## src/rtl/quant_pkg.sv

```systemverilog
// Shared constants and helpers for the output quantizer pipeline.
// Holds the default accumulator width, the largest useful shift and the
// signed saturation bounds for a given output width.
package quant_pkg;

   // Accumulator width needed for DATA_WIDTH x DATA_WIDTH products summed over the array
   function automatic int unsigned acc_width(input int unsigned data_w);
      return 2 * data_w + 5;
   endfunction

   localparam int unsigned DEF_DATA_WIDTH = 8;
   localparam int unsigned DEF_ACC_WIDTH  = acc_width(DEF_DATA_WIDTH);
   localparam int unsigned SHIFT_MAX      = DEF_ACC_WIDTH - 1;

   // Largest signed value representable in w bits
   function automatic longint sat_max(input int unsigned w);
      return (longint'(1) <<< (w - 1)) - longint'(1);
   endfunction

   // Smallest signed value representable in w bits
   function automatic longint sat_min(input int unsigned w);
      return -(longint'(1) <<< (w - 1));
   endfunction

endpackage

```

## src/rtl/quant_lane.sv

```systemverilog
// Single-lane quantizer datapath, purely combinational.
// First half (shift/round) feeds the first pipeline stage; second half
// (clamp/ReLU/flag) works on the registered first-stage value.
// Ports:
//   i_acc, i_shift, i_round_en -> o_shifted_c   : rounded arithmetic right shift
//   i_shifted, i_relu_en       -> o_value_c, o_flag_c : clamped value and clamp flag
module quant_lane
   import quant_pkg::*;
#(
   parameter int unsigned ACC_WIDTH         = DEF_ACC_WIDTH,
   parameter int unsigned OUTPUT_DATA_WIDTH = 16,
   parameter int unsigned SHIFT_WIDTH       = 5
) (
   input  logic signed [ACC_WIDTH-1:0]         i_acc,
   input  logic        [SHIFT_WIDTH-1:0]       i_shift,
   input  logic                                i_round_en,
   output logic signed [ACC_WIDTH:0]           o_shifted_c,
   input  logic signed [ACC_WIDTH:0]           i_shifted,
   input  logic                                i_relu_en,
   output logic signed [OUTPUT_DATA_WIDTH-1:0] o_value_c,
   output logic                                o_flag_c
);

   localparam int unsigned EXT_W     = ACC_WIDTH + 1;
   localparam int unsigned SHIFT_LIM = ACC_WIDTH - 1;
   localparam logic signed [EXT_W-1:0] MAX_V = EXT_W'(sat_max(OUTPUT_DATA_WIDTH));
   localparam logic signed [EXT_W-1:0] MIN_V = EXT_W'(sat_min(OUTPUT_DATA_WIDTH));

   logic        [31:0]                  w_s;
   logic signed [EXT_W-1:0]             w_ext;
   logic signed [EXT_W-1:0]             w_bias;
   logic signed [EXT_W-1:0]             w_sum;
   logic signed [OUTPUT_DATA_WIDTH-1:0] w_clamped;

   // Shift with optional round-half-up; one extra bit keeps the bias add from overflowing
   always_comb begin
      w_s    = (32'(i_shift) > SHIFT_LIM) ? 32'(SHIFT_LIM) : 32'(i_shift);
      w_ext  = EXT_W'(i_acc);
      w_bias = '0;
      if (i_round_en && (w_s != 32'd0)) begin
         w_bias = EXT_W'(1) << (w_s - 32'd1);
      end
      w_sum       = w_ext + w_bias;
      o_shifted_c = w_sum >>> w_s;
   end

   // Clamp to output range; ReLU applies after the flag is decided
   always_comb begin
      o_flag_c  = 1'b0;
      w_clamped = OUTPUT_DATA_WIDTH'(i_shifted);
      if (i_shifted > MAX_V) begin
         w_clamped = OUTPUT_DATA_WIDTH'(MAX_V);
         o_flag_c  = 1'b1;
      end else if (i_shifted < MIN_V) begin
         w_clamped = OUTPUT_DATA_WIDTH'(MIN_V);
         o_flag_c  = 1'b1;
      end
      o_value_c = w_clamped;
      if (i_relu_en && w_clamped[OUTPUT_DATA_WIDTH-1]) begin
         o_value_c = '0;
      end
   end

endmodule

```

## src/rtl/quantize_pipe.sv

```systemverilog
// Two-stage handshaked output quantizer between the systolic accumulators
// and the output SRAM write path.
// Ports:
//   clk, rst                 : clock, synchronous active-high reset
//   in_valid/in_ready        : input beat handshake (in_ready is combinational)
//   ori_data                 : ARRAY_SIZE signed ACC_WIDTH lanes
//   shift_amt/round_en/relu_en : per-beat controls, sampled on acceptance
//   out_valid/out_ready      : output beat handshake
//   quantized_data/sat_flags : registered output lanes and per-lane clamp flags
//   clr_cnt/sat_count        : saturating count of delivered beats with any clamp
module quantize_pipe
   import quant_pkg::*;
#(
   parameter int unsigned ARRAY_SIZE        = 8,
   parameter int unsigned DATA_WIDTH        = 8,
   parameter int unsigned ACC_WIDTH         = acc_width(DATA_WIDTH),
   parameter int unsigned OUTPUT_DATA_WIDTH = 16,
   parameter int unsigned SHIFT_WIDTH       = 5,
   parameter int unsigned CNT_WIDTH         = 16
) (
   input  logic                                    clk,
   input  logic                                    rst,
   input  logic                                    in_valid,
   output logic                                    in_ready,
   input  logic [ARRAY_SIZE*ACC_WIDTH-1:0]         ori_data,
   input  logic [SHIFT_WIDTH-1:0]                  shift_amt,
   input  logic                                    round_en,
   input  logic                                    relu_en,
   output logic                                    out_valid,
   input  logic                                    out_ready,
   output logic [ARRAY_SIZE*OUTPUT_DATA_WIDTH-1:0] quantized_data,
   output logic [ARRAY_SIZE-1:0]                   sat_flags,
   input  logic                                    clr_cnt,
   output logic [CNT_WIDTH-1:0]                    sat_count
);

   localparam int unsigned EXT_W = ACC_WIDTH + 1;
   localparam int unsigned OW    = OUTPUT_DATA_WIDTH;

   logic                                r_s1_valid;
   logic [ARRAY_SIZE-1:0][EXT_W-1:0]    r_s1_shifted;
   logic                                r_s1_relu;
   logic                                r_s2_valid;
   logic [ARRAY_SIZE*OW-1:0]            r_q_data;
   logic [ARRAY_SIZE-1:0]               r_flags;
   logic [CNT_WIDTH-1:0]                r_cnt;

   logic [ARRAY_SIZE-1:0][EXT_W-1:0]    w_shifted;
   logic [ARRAY_SIZE*OW-1:0]            w_q;
   logic [ARRAY_SIZE-1:0]               w_flags;
   logic                                w_s2_load;
   logic                                w_s1_adv;
   logic                                w_in_fire;
   logic                                w_out_fire;

   for (genvar g = 0; g < ARRAY_SIZE; g++) begin : g_lane
      quant_lane #(
         .ACC_WIDTH         (ACC_WIDTH),
         .OUTPUT_DATA_WIDTH (OUTPUT_DATA_WIDTH),
         .SHIFT_WIDTH       (SHIFT_WIDTH)
      ) u_lane (
         .i_acc       (ori_data[g*ACC_WIDTH +: ACC_WIDTH]),
         .i_shift     (shift_amt),
         .i_round_en  (round_en),
         .o_shifted_c (w_shifted[g]),
         .i_shifted   (r_s1_shifted[g]),
         .i_relu_en   (r_s1_relu),
         .o_value_c   (w_q[g*OW +: OW]),
         .o_flag_c    (w_flags[g])
      );
   end

   // Handshake: each stage loads when empty or when its contents move on
   always_comb begin
      w_s2_load  = !r_s2_valid || out_ready;
      w_s1_adv   = r_s1_valid && w_s2_load;
      in_ready   = !r_s1_valid || w_s1_adv;
      w_in_fire  = in_valid && in_ready;
      w_out_fire = r_s2_valid && out_ready;
   end

   // Stage 1 valid
   always_ff @(posedge clk) begin
      if (rst) begin
         r_s1_valid <= 1'b0;
      end else if (in_ready) begin
         r_s1_valid <= in_valid;
      end
   end

   // Stage 1 payload: shifted lanes plus the ReLU control that travels with them
   always_ff @(posedge clk) begin
      if (w_in_fire) begin
         r_s1_shifted <= w_shifted;
         r_s1_relu    <= relu_en;
      end
   end

   // Stage 2 drives the outputs; payload holds while stalled
   always_ff @(posedge clk) begin
      if (rst) begin
         r_s2_valid <= 1'b0;
         r_q_data   <= '0;
         r_flags    <= '0;
      end else if (w_s2_load) begin
         r_s2_valid <= r_s1_valid;
         if (r_s1_valid) begin
            r_q_data <= w_q;
            r_flags  <= w_flags;
         end
      end
   end

   // Saturating beat counter; clear has priority over increment
   always_ff @(posedge clk) begin
      if (rst) begin
         r_cnt <= '0;
      end else if (clr_cnt) begin
         r_cnt <= '0;
      end else if (w_out_fire && (|r_flags) && (r_cnt != '1)) begin
         r_cnt <= r_cnt + CNT_WIDTH'(1);
      end
   end

   assign out_valid      = r_s2_valid;
   assign quantized_data = r_q_data;
   assign sat_flags      = r_flags;
   assign sat_count      = r_cnt;

endmodule

```

## config.mk

```make
export PLATFORM = sky130hd
export DESIGN_NAME = quantize_pipe
export DESIGN_NICKNAME = d
export VERILOG_FILES = /design/src/rtl/quant_pkg.sv /design/src/rtl/quant_lane.sv /design/src/rtl/quantize_pipe.sv
export SDC_FILE = /design/constraint.sdc
export NUM_CORES = 1
export LEC_CHECK = 0
export CAP_MARGIN = 20
export CORE_ASPECT_RATIO = 0.9
export CORE_MARGIN = 4
export CORE_UTILIZATION = 53
export CTS_CLUSTER_DIAMETER = 150
export CTS_CLUSTER_SIZE = 30
export DETAILED_ROUTE_END_ITERATION = 16
export PLACE_DENSITY = 0.86
export SETUP_SLACK_MARGIN = 0.05
export SLEW_MARGIN = 20
export SYNTH_ARGS = -nofsm -noshare
export SYNTH_HDL_FRONTEND = slang
export SYNTH_HIERARCHICAL = 1
export SYNTH_SLANG_ARGS = --single-unit
export TNS_END_PERCENT = 20
```

## constraint.sdc

```tcl
create_clock -name clk -period 9.7 [get_ports clk]
set_clock_uncertainty 0.05 [all_clocks]
set_input_delay 1.94 -clock clk [delete_from_list [all_inputs] [get_ports clk]]
set_output_delay 1.94 -clock clk [all_outputs]
set_load 0.005 [all_outputs]
```

# After elaboration in Yosys (flattened, before gate mapping)
# Cells that the tools add are included.
[word_totals] output_inout_bits=154 inputBits=180 reg_bits=331 wordCells=115
[classes] eq_ne=1 magnitude_cmp=17 shift=9 n_mux=42 reduce_logical=22 n_addsub=10
[op_table] operator="$mux W16" n=24
[op_table] operator="$sshr A22 B32 Y22" n=6
[op_table] operator="$add A21 B22 Y22" n=8
[op_table] operator="$gt A22 B16 Y1 const B" n=8
[op_table] operator="$lt A22 B16 Y1 const B" n=8
[op_table] operator="$sshr A22 B5 Y22" n=2
[op_table] operator="$reduce_bool A32 Y1" n=1
[op_table] operator="$shl A1 B32 Y22 const A" n=1
[op_table] operator="$sub A32 B1 Y32 const B" n=1
[op_table] operator="$mux W22" n=1
[op_table] operator="$add A16 B1 Y16 const B" n=1
[op_table] operator="$mux W1" n=16
[op_table] operator="$ne A16 B16 Y1 const B" n=1
[op_table] operator="$logic_and A1 B1 Y1" n=14
[op_table] operator="$reduce_or A8 Y1" n=1
[op_table] operator="$gt A5 B5 Y1 const B" n=1
[op_table] operator="$mux W5" n=1
[op_table] operator="$logic_not A1 Y1" n=2
[op_table] operator="$logic_or A1 B1 Y1" n=2
[op_table] operator="$reduce_and A2 Y1" n=1
[op_table] operator="$reduce_or A2 Y1" n=1

# Longest topological paths before layout
[logic_depth] word_depth=7 depth_mapped=28 ltp_nobuf=21

# By module
# The synthesis kept the hierarchy.
[by_module_without_submodules] module="quant_lane (g_lane[0].u_lane ...)" seq_area_each_um2=0.0 area_each_um2=3357.0 instances=5 cells_each=511
[by_module_without_submodules] module="quantize_pipe" seq_area_each_um2=8398.1 area_each_um2=10969.3 instances=1 cells_each=886
[by_module_without_submodules] module="quant_lane (g_lane[7].u_lane)" seq_area_each_um2=0.0 area_each_um2=3221.8 instances=1 cells_each=505
[by_module_without_submodules] module="quant_lane (g_lane[1].u_lane)" seq_area_each_um2=0.0 area_each_um2=3128.0 instances=1 cells_each=475
[by_module_without_submodules] module="quant_lane (g_lane[6].u_lane)" seq_area_each_um2=0.0 area_each_um2=3083.0 instances=1 cells_each=477

# Worst setup path after synthesis
# No wires, ideal clock.
[synth_path] kind="input-to-reg" startpoint="input port shift_amt[3]" endpoint="register r_s1_shifted[170] (netlist bit), data pin" cell_stages=23 n_path_buf=5 path_slack_ps=2306 setup_time_ps=262 t_arrival_ps=7081 required_time_ps=9388 path_cell_list="buf_2 o21ai_0 and2_0 inv_2 clkbuf_1 clkbuf_1 buf_1 ha_1 buf_1 o31ai_1 nand3_1 nor2_1 ha_1 fa_1 a211oi_1 o21ai_0 a21o_1 a221oi_2 nor4_1 nor3_1 mux4_2 nor3_1 or2_2"
[synth_lines] item="start, declared" line_no="quantize_pipe.sv:26" source="input logic [SHIFT_WIDTH-1:0] shift_amt,"
[synth_lines] item="end signal, assigned" line_no="quantize_pipe.sv:94" source="r_s1_shifted <= w_shifted;"
[synth_lines] item="end, declared" line_no="quantize_pipe.sv:41" source="logic [ARRAY_SIZE-1:0][EXT_W-1:0] r_s1_shifted;"

==> impl_metrics.tcl <==
set metrics [dict create \
    outcome "complete, no violations" \
    ys.flop_type "edfxtp_1" \
    row_count 91 \
    maxCapViolations 0 \
    grt_pass1_wl_um 196000 \
    cp.required_ns 9.92 \
    multi_input_area_um2 26900 \
    firstDrtPassIters 8 \
    routedWlPerCell_um 21.2 \
    arrival_ns 8.40 \
    ys_ff_latch 331 \
    grt_start_max_net_pins 94 \
    cts_sinks 331 \
    dieHeight_um 259 \
    power.total_mw 4.09 \
    dp_cells 5899 \
    ys.warnings.count 6 \
    wirelength_um 126000 \
    grt.busiest_layer "met2" \
    syn_area_per_cell_um2 7.59 \
    cts_tree "yes" \
    syn-cell-area_um2 37200 \
    io-pin-count 334 \
    coreArea_um2 69000 \
    die_w_um 287 \
    clk-insertion-delay-late_ns 0.53 \
    vdd_drop_max_uv 109 \
    route.vias.total 39799 \
    critPathKind "primary input to flip-flop" \
    p_per_area_nw_per_um2 99.4 \
    endpoint_kind "flip-flop" \
    grt_usage_pct 31.5 \
    diodes 0 \
    cts_setup_buffers 0 \
    setup_viol_count_final 0 \
    drc 0 \
    grt_antenna_before_repair 0 \
    via_per_inst 6.72 \
    pre_cts_slack_ns 1.16 \
    grtUsageMet3_pct 4.98 \
    grt_pass1_vias 36134 \
    p_leak_nw 16.0 \
    rsz0062_at_grt "false" \
    instances_no_fill 5925 \
    seq_area_um2 8400 \
    synth_cell_types 121 \
    hold_viol 0 \
    setup_ws_ns 1.52 \
    synth-edff-count 177 \
    worst_slew_pin_slew_ns 1.12 \
    fin_crit_ns 8.18 \
    gp_congestion 1.01 \
    fillers 6346 \
    dp.final_hpwl_um 94600 \
    start_kind "primary input" \
    max_freq_ghz 0.122 \
    slew_violations 0 \
    netlist_instances 4898 \
    async_flop_share_pct 0 \
    grt-ovfl-total 0 \
    met1_usage_pct 44.4 \
    slew_headroom_pct 25.3 \
    synth_nets 5271 \
    final_util_pct 59.6 \
    cts_made_buffers 15 \
    hold_buffers 0 \
    hold_class "flip-flop to flip-flop" \
    cts.htree.levels 1 \
    initial_utilization_pct 53.9 \
    area_delta_synth_final_pct 10.7 \
    setup_tns_ns 0 \
    grt.met2_usage_pct 49.6 \
    ys_seq_area_share_pct 22.6 \
    finish.net_count 5359 \
    fin_crit_sh_pct 84.4 \
    die-area_um2 74500 \
    ant_nets 0 \
    path_clk_slew_ns 0.11 \
    cts_resized 0 \
    drive_gt1_share_pct 7.03 \
    cts-root-buf "clkbuf_16" \
    path_max_fanout 52 \
    drtIter0Drc 5178 \
    cts.path.max_buffers 3 \
    portBuffers 333 \
]
## Yosys cell counts, types with 117 or more instances
| cell | count | area (µm²) |
|---|---|---|
| a21o_1 | 196 | 1470 |
| a21oi_1 | 507 | 2540 |
| clkbuf_1 | 187 | 702 |
| dfxtp_1 | 154 | 3080 |
| edfxtp_1 | 177 | 5320 |
| ha_1 | 185 | 2310 |
| mux2i_1 | 131 | 1310 |
| nand2_1 | 700 | 2630 |
| nand3_1 | 117 | 586 |
| nor2_1 | 466 | 1750 |
| nor3_1 | 141 | 706 |
| o21ai_0 | 237 | 1190 |
## power breakdown
| part | internal, mW | total [mW] | leakage, nW | switching, mW |
|---|---|---|---|---|
| registers | 1.61 | 1.67 | 2.99 | 0.0616 |
| clock network | 0.306 | 0.775 | 0.215 | 0.469 |
| logic | 0.620 | 1.64 | 12.8 | 1.02 |
| total | 2.54 | 4.09 | 16.0 | 1.55 |
## per-layer routing
metal  routed length (µm)  vias up  part of all wire [%]
met5                    0        -                     0
met1                53300    18613                    42
met2                55300     2281                    44
met4                 4420        0                   3.5
met3                12500      339                    10
li1                     -    18566                     -
## layout make-up
type,count,share of cell area (%)
inverters,107,0.982
clock buffers,23,0.985
clock inverters,3,0.0973
flip-flops and latches,331,20.4
multi-input cells,4127,65.3
well taps,930,2.83
repair buffers,404,9.36
## final timing paths
kind | to | slack, ns | start | depth (start not counted)
max reg2reg | quantized_data[16] | 6.80 | out_valid | 5
max | r_s1_shifted[160] | 1.52 | shift_amt[3] | 20
min reg2reg | quantized_data[23] | 0.41 | quantized_data[23] | 2
min | quantized_data[23] | 0.41 | quantized_data[23] | 2
## sequential cells by signal, indices dropped and copies added (netlist names)
| register | flops |
|---|---|
| r_s1_shifted | 176 |
| quantized_data | 128 |
| sat_count | 16 |
| sat_flags | 8 |
| out_valid | 1 |
| r_s1_relu | 1 |
| r_s1_valid | 1 |
## layout by cell type, fill, tap and decap left out, drive strengths merged, types with 40 or more instances in the layout
cell / n
nor2: 479
edfxtp: 177
a21oi: 521
nor2b: 45
a31oi: 54
o211ai: 104
nand2: 700
dfxtp: 154
ha: 185
nand4: 42
nor4: 40
a211oi: 129
xor2: 46
mux2i: 131
inv: 104
a21o: 201
or3: 57
nor3: 143
o21ai: 261
and2: 46
clkdlybuf4s50: 327
buf: 77
xnor2: 86
nand2b: 44
and3: 51
o31ai: 42
nand3: 118
## cell families (layout without fill, tap and decap cells)
logic type / Yosys count / after routing / share of synthesized area (%)
flip-flops: 331 / 331 / 22.6
XOR/XNOR: 132 / 132 / 3.35
multiplexers: 170 / 170 / 5.18
adder cells (fa/ha/maj): 193 / 193 / 6.66
buffers and inverters: 440 / 537 / 5.37
AND/OR/NAND/NOR: 1874 / 1874 / 23.7
AO/OA/AOI/OAI: 1758 / 1758 / 33.2
## stage by stage
stage | area, µm² | hold slack [ns]
6_report | 41200 | 0.412
5_1_grt | 41200 | 0.427
4_1_cts | 41100 | 0.412
3_5_place_dp | 40700 | 0.396
3_3_place_gp | 40700 | 0.391
2_1_floorplan | 37200 | 0.403
## worst max-delay path, cell delays in order
cell and delay (ns):
buf_4 0.33, o21ai_0 0.82, and2_1 0.81, inv_2 0.11, ha_1 0.34, or2_2 0.34
o21ai_0 0.15, nand3_1 0.17, nor2_1 0.15, ha_1 0.35, o21a_1 0.23, o311ai_0 0.62
or2_1 0.29, a2111oi_0 0.11, o221a_2 0.29, nor2_2 0.36, buf_4 0.25, a22oi_1 0.15
a2111oi_0 0.44, a211oi_1 0.12
Note: power is estimated with default switching activity, not from simulation.
